### src/rtl/uart_mmio.sv
`timescale 1ns/1ps
// uart_mmio: memory-mapped full-duplex UART with TX/RX FIFOs, a runtime baud divisor and a
// 4-word register window. Define UART_MMIO_IRQ_EN to add the IRQ_EN register and the o_irq output.
module uart_mmio #(
  parameter int DATA_WIDTH      = 32,
  parameter int TX_DEPTH_LOG2   = 4,
  parameter int RX_DEPTH_LOG2   = 4,
  parameter int DIV_WIDTH       = 16,
  parameter int CLK_DIV_DEFAULT = 434
) (
  input  logic                  i_clk,
  input  logic                  i_rst,
  input  logic [1:0]            i_addr,
  input  logic [DATA_WIDTH-1:0] i_wdata,
  input  logic                  i_write,
  input  logic                  i_read,
  output logic [DATA_WIDTH-1:0] o_rdata,
`ifdef UART_MMIO_IRQ_EN
  output logic                  o_irq,
`endif
  input  logic                  i_rx,
  output logic                  o_tx
);

  localparam int TXA = TX_DEPTH_LOG2;
  localparam int RXA = RX_DEPTH_LOG2;

  typedef enum logic [1:0] {TX_IDLE, TX_START, TX_DATA, TX_STOP} tx_state_t;
  typedef enum logic [2:0] {RX_IDLE, RX_START, RX_DATA, RX_STOP, RX_WAIT} rx_state_t;

  logic wr_data, wr_div, rd_data, rd_status, unused_wdata;
  assign wr_data      = i_write && (i_addr == 2'd0);
  assign wr_div       = i_write && (i_addr == 2'd2);
  assign rd_data      = i_read  && (i_addr == 2'd0);
  assign rd_status    = i_read  && (i_addr == 2'd1);
  assign unused_wdata = ^i_wdata;

  logic [DIV_WIDTH-1:0] div_q, div_wr;
  assign div_wr = i_wdata[DIV_WIDTH-1:0];

  // NOTE: sequential state always uses <= so every register sees pre-edge values of the others.
  always_ff @(posedge i_clk or posedge i_rst) begin
    if (i_rst)       div_q <= DIV_WIDTH'(CLK_DIV_DEFAULT);
    else if (wr_div) div_q <= (div_wr < DIV_WIDTH'(2)) ? DIV_WIDTH'(2) : div_wr;
  end

  // ---------------- TX FIFO + serialiser ----------------
  logic [7:0]     tx_mem [2**TXA];
  logic [TXA:0]   tx_wptr, tx_rptr;
  logic           tx_empty, tx_full, tx_push, tx_pop, tx_drop, tx_bit_end;
  tx_state_t      tx_state;
  logic [DIV_WIDTH-1:0] tx_div, tx_cnt;
  logic [2:0]     tx_bit;
  logic [7:0]     tx_shift;

  assign tx_empty   = (tx_wptr == tx_rptr);
  assign tx_full    = (tx_wptr == {~tx_rptr[TXA], tx_rptr[TXA-1:0]});
  assign tx_bit_end = (tx_cnt == tx_div - 1'b1);
  // A pop at the end of STOP chains straight into the next START with no idle bit.
  assign tx_pop  = !tx_empty && ((tx_state == TX_IDLE) || (tx_state == TX_STOP && tx_bit_end));
  assign tx_push = wr_data && (!tx_full || tx_pop);
  assign tx_drop = wr_data && tx_full && !tx_pop;

  // NOTE: FIFO storage has no reset; entries are only ever read behind pointers that are reset.
  always_ff @(posedge i_clk) begin
    if (tx_push) tx_mem[tx_wptr[TXA-1:0]] <= i_wdata[7:0];
  end

  always_ff @(posedge i_clk or posedge i_rst) begin
    if (i_rst) begin
      tx_wptr <= '0;
      tx_rptr <= '0;
    end else begin
      if (tx_push) tx_wptr <= tx_wptr + 1'b1;
      if (tx_pop)  tx_rptr <= tx_rptr + 1'b1;
    end
  end

  always_ff @(posedge i_clk or posedge i_rst) begin
    if (i_rst) begin
      tx_state <= TX_IDLE;
      o_tx     <= 1'b1;
      tx_div   <= DIV_WIDTH'(CLK_DIV_DEFAULT);
      tx_cnt   <= '0;
      tx_bit   <= '0;
      tx_shift <= '0;
    end else if (tx_pop) begin
      tx_state <= TX_START;
      o_tx     <= 1'b0;
      tx_div   <= div_q;
      tx_cnt   <= '0;
      tx_shift <= tx_mem[tx_rptr[TXA-1:0]];
    end else if (tx_state != TX_IDLE) begin
      if (!tx_bit_end) begin
        tx_cnt <= tx_cnt + 1'b1;
      end else begin
        tx_cnt <= '0;
        case (tx_state)
          TX_START: begin
            tx_state <= TX_DATA;
            tx_bit   <= '0;
            o_tx     <= tx_shift[0];
          end
          TX_DATA: begin
            if (tx_bit == 3'd7) begin
              tx_state <= TX_STOP;
              o_tx     <= 1'b1;
            end else begin
              tx_bit   <= tx_bit + 1'b1;
              tx_shift <= {1'b0, tx_shift[7:1]};
              o_tx     <= tx_shift[1];
            end
          end
          default: tx_state <= TX_IDLE;
        endcase
      end
    end
  end

  // ---------------- RX synchroniser + deserialiser ----------------
  logic rx_s1, rx_s2, rx_prev;
  always_ff @(posedge i_clk or posedge i_rst) begin
    if (i_rst) begin
      rx_s1   <= 1'b1;
      rx_s2   <= 1'b1;
      rx_prev <= 1'b1;
    end else begin
      rx_s1   <= i_rx;
      rx_s2   <= rx_s1;
      rx_prev <= rx_s2;
    end
  end

  rx_state_t            rx_state;
  logic [DIV_WIDTH-1:0] rx_div, rx_cnt;
  logic [2:0]           rx_bit;
  logic [7:0]           rx_shift;
  logic                 rx_bit_end, rx_half_end, rx_push_req, rx_frame_set;

  assign rx_bit_end   = (rx_cnt == rx_div - 1'b1);
  assign rx_half_end  = (rx_cnt == (rx_div >> 1) - 1'b1);
  assign rx_push_req  = (rx_state == RX_STOP) && rx_bit_end && rx_s2;
  assign rx_frame_set = (rx_state == RX_STOP) && rx_bit_end && !rx_s2;

  always_ff @(posedge i_clk or posedge i_rst) begin
    if (i_rst) begin
      rx_state <= RX_IDLE;
      rx_div   <= DIV_WIDTH'(CLK_DIV_DEFAULT);
      rx_cnt   <= '0;
      rx_bit   <= '0;
      rx_shift <= '0;
    end else begin
      case (rx_state)
        RX_IDLE: if (rx_prev && !rx_s2) begin
          rx_state <= RX_START;
          rx_cnt   <= '0;
          rx_div   <= div_q;
        end
        RX_START: if (rx_half_end) begin
          rx_cnt   <= '0;
          rx_bit   <= '0;
          rx_state <= rx_s2 ? RX_IDLE : RX_DATA;
        end else rx_cnt <= rx_cnt + 1'b1;
        RX_DATA: if (rx_bit_end) begin
          rx_cnt   <= '0;
          rx_shift <= {rx_s2, rx_shift[7:1]};
          rx_bit   <= rx_bit + 1'b1;
          if (rx_bit == 3'd7) rx_state <= RX_STOP;
        end else rx_cnt <= rx_cnt + 1'b1;
        RX_STOP: if (rx_bit_end) begin
          rx_cnt   <= '0;
          rx_state <= rx_s2 ? RX_IDLE : RX_WAIT;
        end else rx_cnt <= rx_cnt + 1'b1;
        default: if (rx_s2) rx_state <= RX_IDLE;
      endcase
    end
  end

  logic [7:0]   rx_mem [2**RXA];
  logic [RXA:0] rx_wptr, rx_rptr;
  logic         rx_empty, rx_full, rx_push, rx_pop, rx_drop;

  assign rx_empty = (rx_wptr == rx_rptr);
  assign rx_full  = (rx_wptr == {~rx_rptr[RXA], rx_rptr[RXA-1:0]});
  assign rx_pop   = rd_data && !rx_empty;
  assign rx_push  = rx_push_req && (!rx_full || rx_pop);
  assign rx_drop  = rx_push_req && rx_full && !rx_pop;

  always_ff @(posedge i_clk) begin
    if (rx_push) rx_mem[rx_wptr[RXA-1:0]] <= rx_shift;
  end

  always_ff @(posedge i_clk or posedge i_rst) begin
    if (i_rst) begin
      rx_wptr <= '0;
      rx_rptr <= '0;
    end else begin
      if (rx_push) rx_wptr <= rx_wptr + 1'b1;
      if (rx_pop)  rx_rptr <= rx_rptr + 1'b1;
    end
  end

  // ---------------- Sticky flags, status, read port ----------------
  logic rx_overrun, tx_overflow, rx_frame_err;
  always_ff @(posedge i_clk or posedge i_rst) begin
    if (i_rst) begin
      rx_overrun   <= 1'b0;
      tx_overflow  <= 1'b0;
      rx_frame_err <= 1'b0;
    end else begin
      rx_overrun   <= rx_drop      || (rx_overrun   && !rd_status);
      tx_overflow  <= tx_drop      || (tx_overflow  && !rd_status);
      rx_frame_err <= rx_frame_set || (rx_frame_err && !rd_status);
    end
  end

  logic [7:0] status;
  assign status = {rx_frame_err, tx_overflow, rx_overrun, tx_state != TX_IDLE,
                   rx_full, rx_empty, tx_empty, tx_full};

`ifdef UART_MMIO_IRQ_EN
  logic       wr_irq;
  logic [2:0] irq_en;
  assign wr_irq = i_write && (i_addr == 2'd3);

  always_ff @(posedge i_clk or posedge i_rst) begin
    if (i_rst) begin
      irq_en <= '0;
      o_irq  <= 1'b0;
    end else begin
      if (wr_irq) irq_en <= i_wdata[2:0];
      o_irq <= |(irq_en & {rx_overrun | tx_overflow | rx_frame_err, tx_empty, !rx_empty});
    end
  end
`endif

  logic [DATA_WIDTH-1:0] rd_mux;
  // NOTE: rd_mux gets a default before the case so no path can infer a latch.
  always_comb begin
    rd_mux = '0;
    case (i_addr)
      2'd0: if (!rx_empty) rd_mux = DATA_WIDTH'(rx_mem[rx_rptr[RXA-1:0]]);
      2'd1: rd_mux = DATA_WIDTH'(status);
      2'd2: rd_mux = DATA_WIDTH'(div_q);
`ifdef UART_MMIO_IRQ_EN
      2'd3: rd_mux = DATA_WIDTH'(irq_en);
`endif
      default: ;
    endcase
  end

  always_ff @(posedge i_clk or posedge i_rst) begin
    if (i_rst)       o_rdata <= '0;
    else if (i_read) o_rdata <= rd_mux;
  end

endmodule

### config.mk
export PLATFORM = sky130hd
export DESIGN_NAME = uart_mmio
export DESIGN_NICKNAME = d
export VERILOG_FILES = /design/src/rtl/uart_mmio.sv
export SDC_FILE = /design/constraint.sdc
export NUM_CORES = 1
export LEC_CHECK = 0
export BUFFER_PORTS_ARGS = -buffer_cell sky130_fd_sc_hd__buf_2
export CAP_MARGIN = 25
export CORE_AREA = 8 8 179 181
export CTS_CLUSTER_DIAMETER = 50
export DETAILED_ROUTE_END_ITERATION = 10
export DIE_AREA = 0 0 187 189
export HOLD_SLACK_MARGIN = 0.05
export PLACE_DENSITY_LB_ADDON = 0.25
export SYNTH_ARGS = -nofsm -noshare
export SYNTH_HDL_FRONTEND = slang
export SYNTH_SLANG_ARGS = --single-unit
### constraint.sdc
create_clock -name i_clk -period 6.5 [get_ports i_clk]
set_input_delay 0.325 -clock i_clk [delete_from_list [all_inputs] [get_ports i_clk]]
set_output_delay 0.325 -clock i_clk [all_outputs]
set_load 0.02 [all_outputs]
# Yosys cells after proc, flatten, opt, wreduce, memory -nomap -nowiden
# Memories as Yosys holds them, arrays and structs flattened.
# Index checks and enable logic that the tools add are counted.
[word_totals]
regBits = 166
ram_bits = 256
input_bits = 39
out_inout_bits = 33
word_cells = 164
n_memories = 2
[classes]
addsub = 11
magnitude_cmp = 1
eq_ne = 25
n_mux = 43
n_bitwise = 3
reduce_logical = 56
[mem_list]
columns = ["name", "depth", "width", "read_ports", "rd_ports_with_merged_regs", "write_ports", "line_no", "text"]
rows = [
  ["rx_mem", 16, 8, 1, 0, 1, "179", "logic [7:0] rx_mem [2**RXA];"],
  ["tx_mem", 16, 8, 1, 0, 1, "48", "logic [7:0] tx_mem [2**TXA];"],
]
[op_table]
columns = ["operator", "count"]
rows = [
  ["$mux 16", 7],
  ["$pmux 16 s3", 2],
  ["$eq 16x16->1", 3],
  ["$mux 8", 6],
  ["$add 16x1->16 const B", 2],
  ["$sub 16x1->16 const B", 2],
  ["$mux 3", 10],
  ["$add 5x1->5 const B", 4],
  ["$eq 5x5->1", 4],
  ["$logic_and 1x1->1", 20],
  ["$lt 16x2->1 const B", 1],
  ["$sub 15x1->16 const B", 1],
  ["$ne 2x2->1 const B", 7],
  ["$pmux 3 s2", 2],
  ["$pmux 3 s4", 1],
  ["$reduce_bool 2->1", 6],
  ["$mux 2", 5],
  ["$reduce_and 3->1", 3],
  ["$logic_not 1->1", 8],
  ["$mux 1", 8],
  ["$add 3x1->3 const B", 2],
  ["$eq 2x2->1 const B", 3],
  ["$eq 3x2->1 const B", 2],
  ["$eq 3x3->1 const B", 2],
  ["16 further kinds", 28],
]

# Depth between registers and ports, before layout
[logic_depth]
word_depth = 9
mapped_depth = 13

# Worst setup path before layout
# Ideal clock, no wire load.
[synth_timing]
path_type = "register to register"
start = "reg rx_div[2]"
end = "mem rx_mem[3][0], enable pin"
arrival_ns = 3.774
setup_slack_ns = 2.342
path_stages_with_launch = 13
n_path_buf = 2
synth_period_minus_slack_ns = 4.158
cell_sequence = "dfrtp_1 inv_1 ha_1 buf_2 or4b_1 clkbuf_2 or3_1 a2111o_1 a221oi_2 o2111ai_2 nor3b_4 nand2_1 nor3_1"
[synth_between]
elab_chain_len = 7
[synth_rtl]
columns = ["item", "line_no", "text"]
rows = [
  ["start: declaration", "135", "logic [DIV_WIDTH-1:0] rx_div, rx_cnt;"],
  ["start signal: assignment", "148", "rx_div <= DIV_WIDTH'(CLK_DIV_DEFAULT);"],
  ["start signal: assignment", "157", "rx_div <= div_q;"],
  ["$sub 16x1->16", "140", "assign rx_bit_end = (rx_cnt == rx_div - 1'b1);"],
  ["$eq 16x16->1", "140", ""],
  ["$logic_and 1x1->1 (2 in a row)", "142", "assign rx_push_req = (rx_state == RX_STOP) && rx_bit_end && rx_s2;"],
  ["$logic_and 1x1->1", "186", "assign rx_push = rx_push_req && (!rx_full || rx_pop);"],
  ["$mux 1", "190", "if (rx_push) rx_mem[rx_wptr[RXA-1:0]] <= rx_shift;"],
  ["$mux 1 (not written as such)", "190", ""],
  ["end: declaration", "179", ""],
]
# Every way passes these cells.

# Final worst setup path
[layout_timing]
start = "reg rx_div[2]"
end = "mem rx_mem[1][7], enable pin"
# The elaborated chain is that of the path after synthesis.

==> impl_metrics.ini <==
[finish]
drive_gt1_frac = 0.205
n_fill_cell = 1899
nNetsFinal = 1425
diodes = 0
fin_cells = 1789
area_growth_pct = 10.4

[pwr]
p_leak_uw = 0.00762
pwr_density_cell_nw_per_um2 = 411
ir_worst_vdd_uv = 269

[global_route]
grt_pass1_vias = 11500
overflow = 0
grt_max_degree = 90
antenna_found_initial = 0
track_usage = 0.232
grt_pass1_wl_um = 64900

[clock_tree]
cts_tree = yes
cts_max_path_buffers = 3
htree_num_levels = 2
cts_resized = 0
clock-sinks = 406
ctsRootBufferMaster = clkbuf_16
cts_buffers = 44
clk_latency_ns = 0.57
clk_pin_slew_ns = 0.06

[yosys]
synth_cell_type_count = 77
synth_area_leaders = edfxtp_1, dfrtp_1, mux4_2
netlist_area_um2 = 18700
async_flop_share = 0.369
synth.most_common_cell = edfxtp_1
yosysSeqAreaShare = 0.613
synth_top_area_cell = edfxtp_1
synthTopCellsByCount = edfxtp_1, dfrtp_1, mux4_2
ys_ff_latch = 406
synth_edf_count = 256
synth_top_cell_area_share = 0.411
syn_inst = 1334
syn_area_per_cell_um2 = 14.0
yosys_warnings = 0
synth_top_flop_cell = edfxtp_1

[critical_path]
start_kind = flop
path_cells = inv_1 -> ha_1 -> or4b_1 -> or3_1 -> a2111o_1 -> a221oi_2 -> o2111ai_2 -> nor3b_4 -> nand2_1 -> nor3_1 -> buf_2
cpLargestDelayFamily = simple AND/OR/NAND/NOR gates
crit_type = reg -> reg
cp-end-kind = flop
cp_max_fo = 9
worstPathArrival_ns = 5.17
path_buf_inv = 2
slowest_stage = or4b_1
cpPeakStageDelay_ns = 0.64
required_ns = 6.76

[placement]
gp_congestion = 0.885
hpwl_um = 26200
portBuffers = 39
dpl.cell_count = 1698
dpl_worst_slack_ns = 1.76

[sta]
slew_headroom = 0.374
setup-tns-final_ns = 0
worst_slack_ns = 1.59
finalHoldViolCount = 0
tightest_slew_ns = 0.931
rsz0062_at_grt = false
hold_ws_ns = 0.0665
period_minus_slack_ns = 4.91
finalMaxSlewViolations = 0
min_period_over_period = 0.755
finalClockSkew_ns = 0.0233
finalSetupViolCount = 0
max_freq_ghz = 0.204

[floorplan]
die_x_um = 187
die-area_um2 = 35300
io_pins = 72
die_y_um = 189
core-area_um2 = 29200
num_rows = 63
initial_utilization = 0.639

[drt]
vias = 11300
drt-initial-drc-count = 1105
finalWirelength_um = 40700
ant_nets = 0
drc = 0
vias_per_cell = 6.34
first_pass_iters = 5
wl_per_cell_um = 22.7

[run_status]
status = completed

[min_path]
holdCritPathClass = in -> reg

[flow_run]
cap_violations = 0
## registers in the layout (all words and copies together) (netlist names), 2 cells and up
signal,cells
rx_mem,128
tx_mem,128
div_q,16
o_rdata,16
rx_cnt,16
rx_div,16
tx_cnt,16
tx_div,16
rx_shift,8
tx_shift,8
rx_rptr,5
rx_wptr,5
tx_rptr,5
tx_wptr,5
rx_bit,3
rx_state,3
tx_bit,3
tx_state,2
## path summary, 6_finish.rpt
| check | startpoint | endpoint | slack [ns] | cells past startpoint |
|---|---|---|---|---|
| min in group asynchronous | i_rst | rx_shift[2] | 0.47 | 3 |
| max in group asynchronous | i_rst | o_rdata[0] | 4.65 | 4 |
| min | i_wdata[8] | div_q[8] | 0.07 | 2 |
| min reg2reg | rx_s1 | rx_s2 | 0.36 | 0 |
| max | rx_div[2] | rx_mem[1][7] | 1.59 | 11 |
| max reg2reg | rx_div[2] | rx_mem[1][7] | 1.59 | 11 |
## cell families after synthesis
logic type | Yosys count | share of synthesized area
flops | 406 | 0.613
simple gates | 354 | 0.0978
compound gates | 176 | 0.0634
mux | 142 | 0.133
buf+inv | 141 | 0.0327
xor+xnor | 91 | 0.0442
fa+ha+maj | 23 | 0.0154
other cells | 1 | 0.000201
## layout by cell type, fill, tap and decap left out, drive strengths merged, types with 12 or more instances in the layout
master / n
clkinv: 14
inv: 45
nor4: 15
ha: 23
a21oi: 31
and3: 24
xnor2: 62
nor2: 77
mux4: 80
xor2: 27
nand2: 79
conb: 16
dfstp: 19
nand4: 13
clkbuf: 63
nand2b: 12
nor3: 32
o21ai: 59
edfxtp: 256
dfrtp: 131
buf: 56
mux2: 53
nand3: 40
## repair_timing
action / CTS / global route
endpoints found under the hold margin: 86 / 1
buffers inserted: 0 / 0
hold buffers: 8 / 1
## final cells by class
cell class / instances / area [µm²] / share of cell area
clock buffers: 63 / 1190 / 0.0578
clock inverters: 19 / 216 / 0.0105
repair buffers: 65 / 408 / 0.0198
well taps: 390 / 488 / 0.0236
flip-flops and latches: 406 / 11500 / 0.556
multi-input cells: 802 / 6700 / 0.324
inverters: 44 / 170 / 0.00825
## through the flow
stage / power, µW / cell area (µm²) / utilization
after floorplan: 5510 / 18800 / -
after global placement: 6030 / 19100 / 0.654
after detailed placement: 6110 / 19100 / 0.654
after CTS: 8510 / 20600 / 0.705
after global routing: 8900 / 20600 / 0.706
final: 8490 / 20600 / 0.706
## power breakdown
| part | switching [µW] | total, µW | leakage (µW) | internal (µW) |
|---|---|---|---|---|
| clock network | 1010 | 2380 | 0.000671 | 1380 |
| logic | 1380 | 2620 | 0.00263 | 1250 |
| registers | 443 | 3480 | 0.00432 | 3040 |
| total | 2830 | 8490 | 0.00762 | 5660 |
## layer usage
metal / track usage / up-vias / routed length (µm)
li1: - / 5079 / -
met1: 0.312 / 5753 / 16800
met2: 0.388 / 417 / 20200
met3: 0.0359 / 88 / 2670
met4: 0.0721 / 0 / 1030
met5: 0 / - / 0
Note: power is estimated with default switching activity, not from simulation.
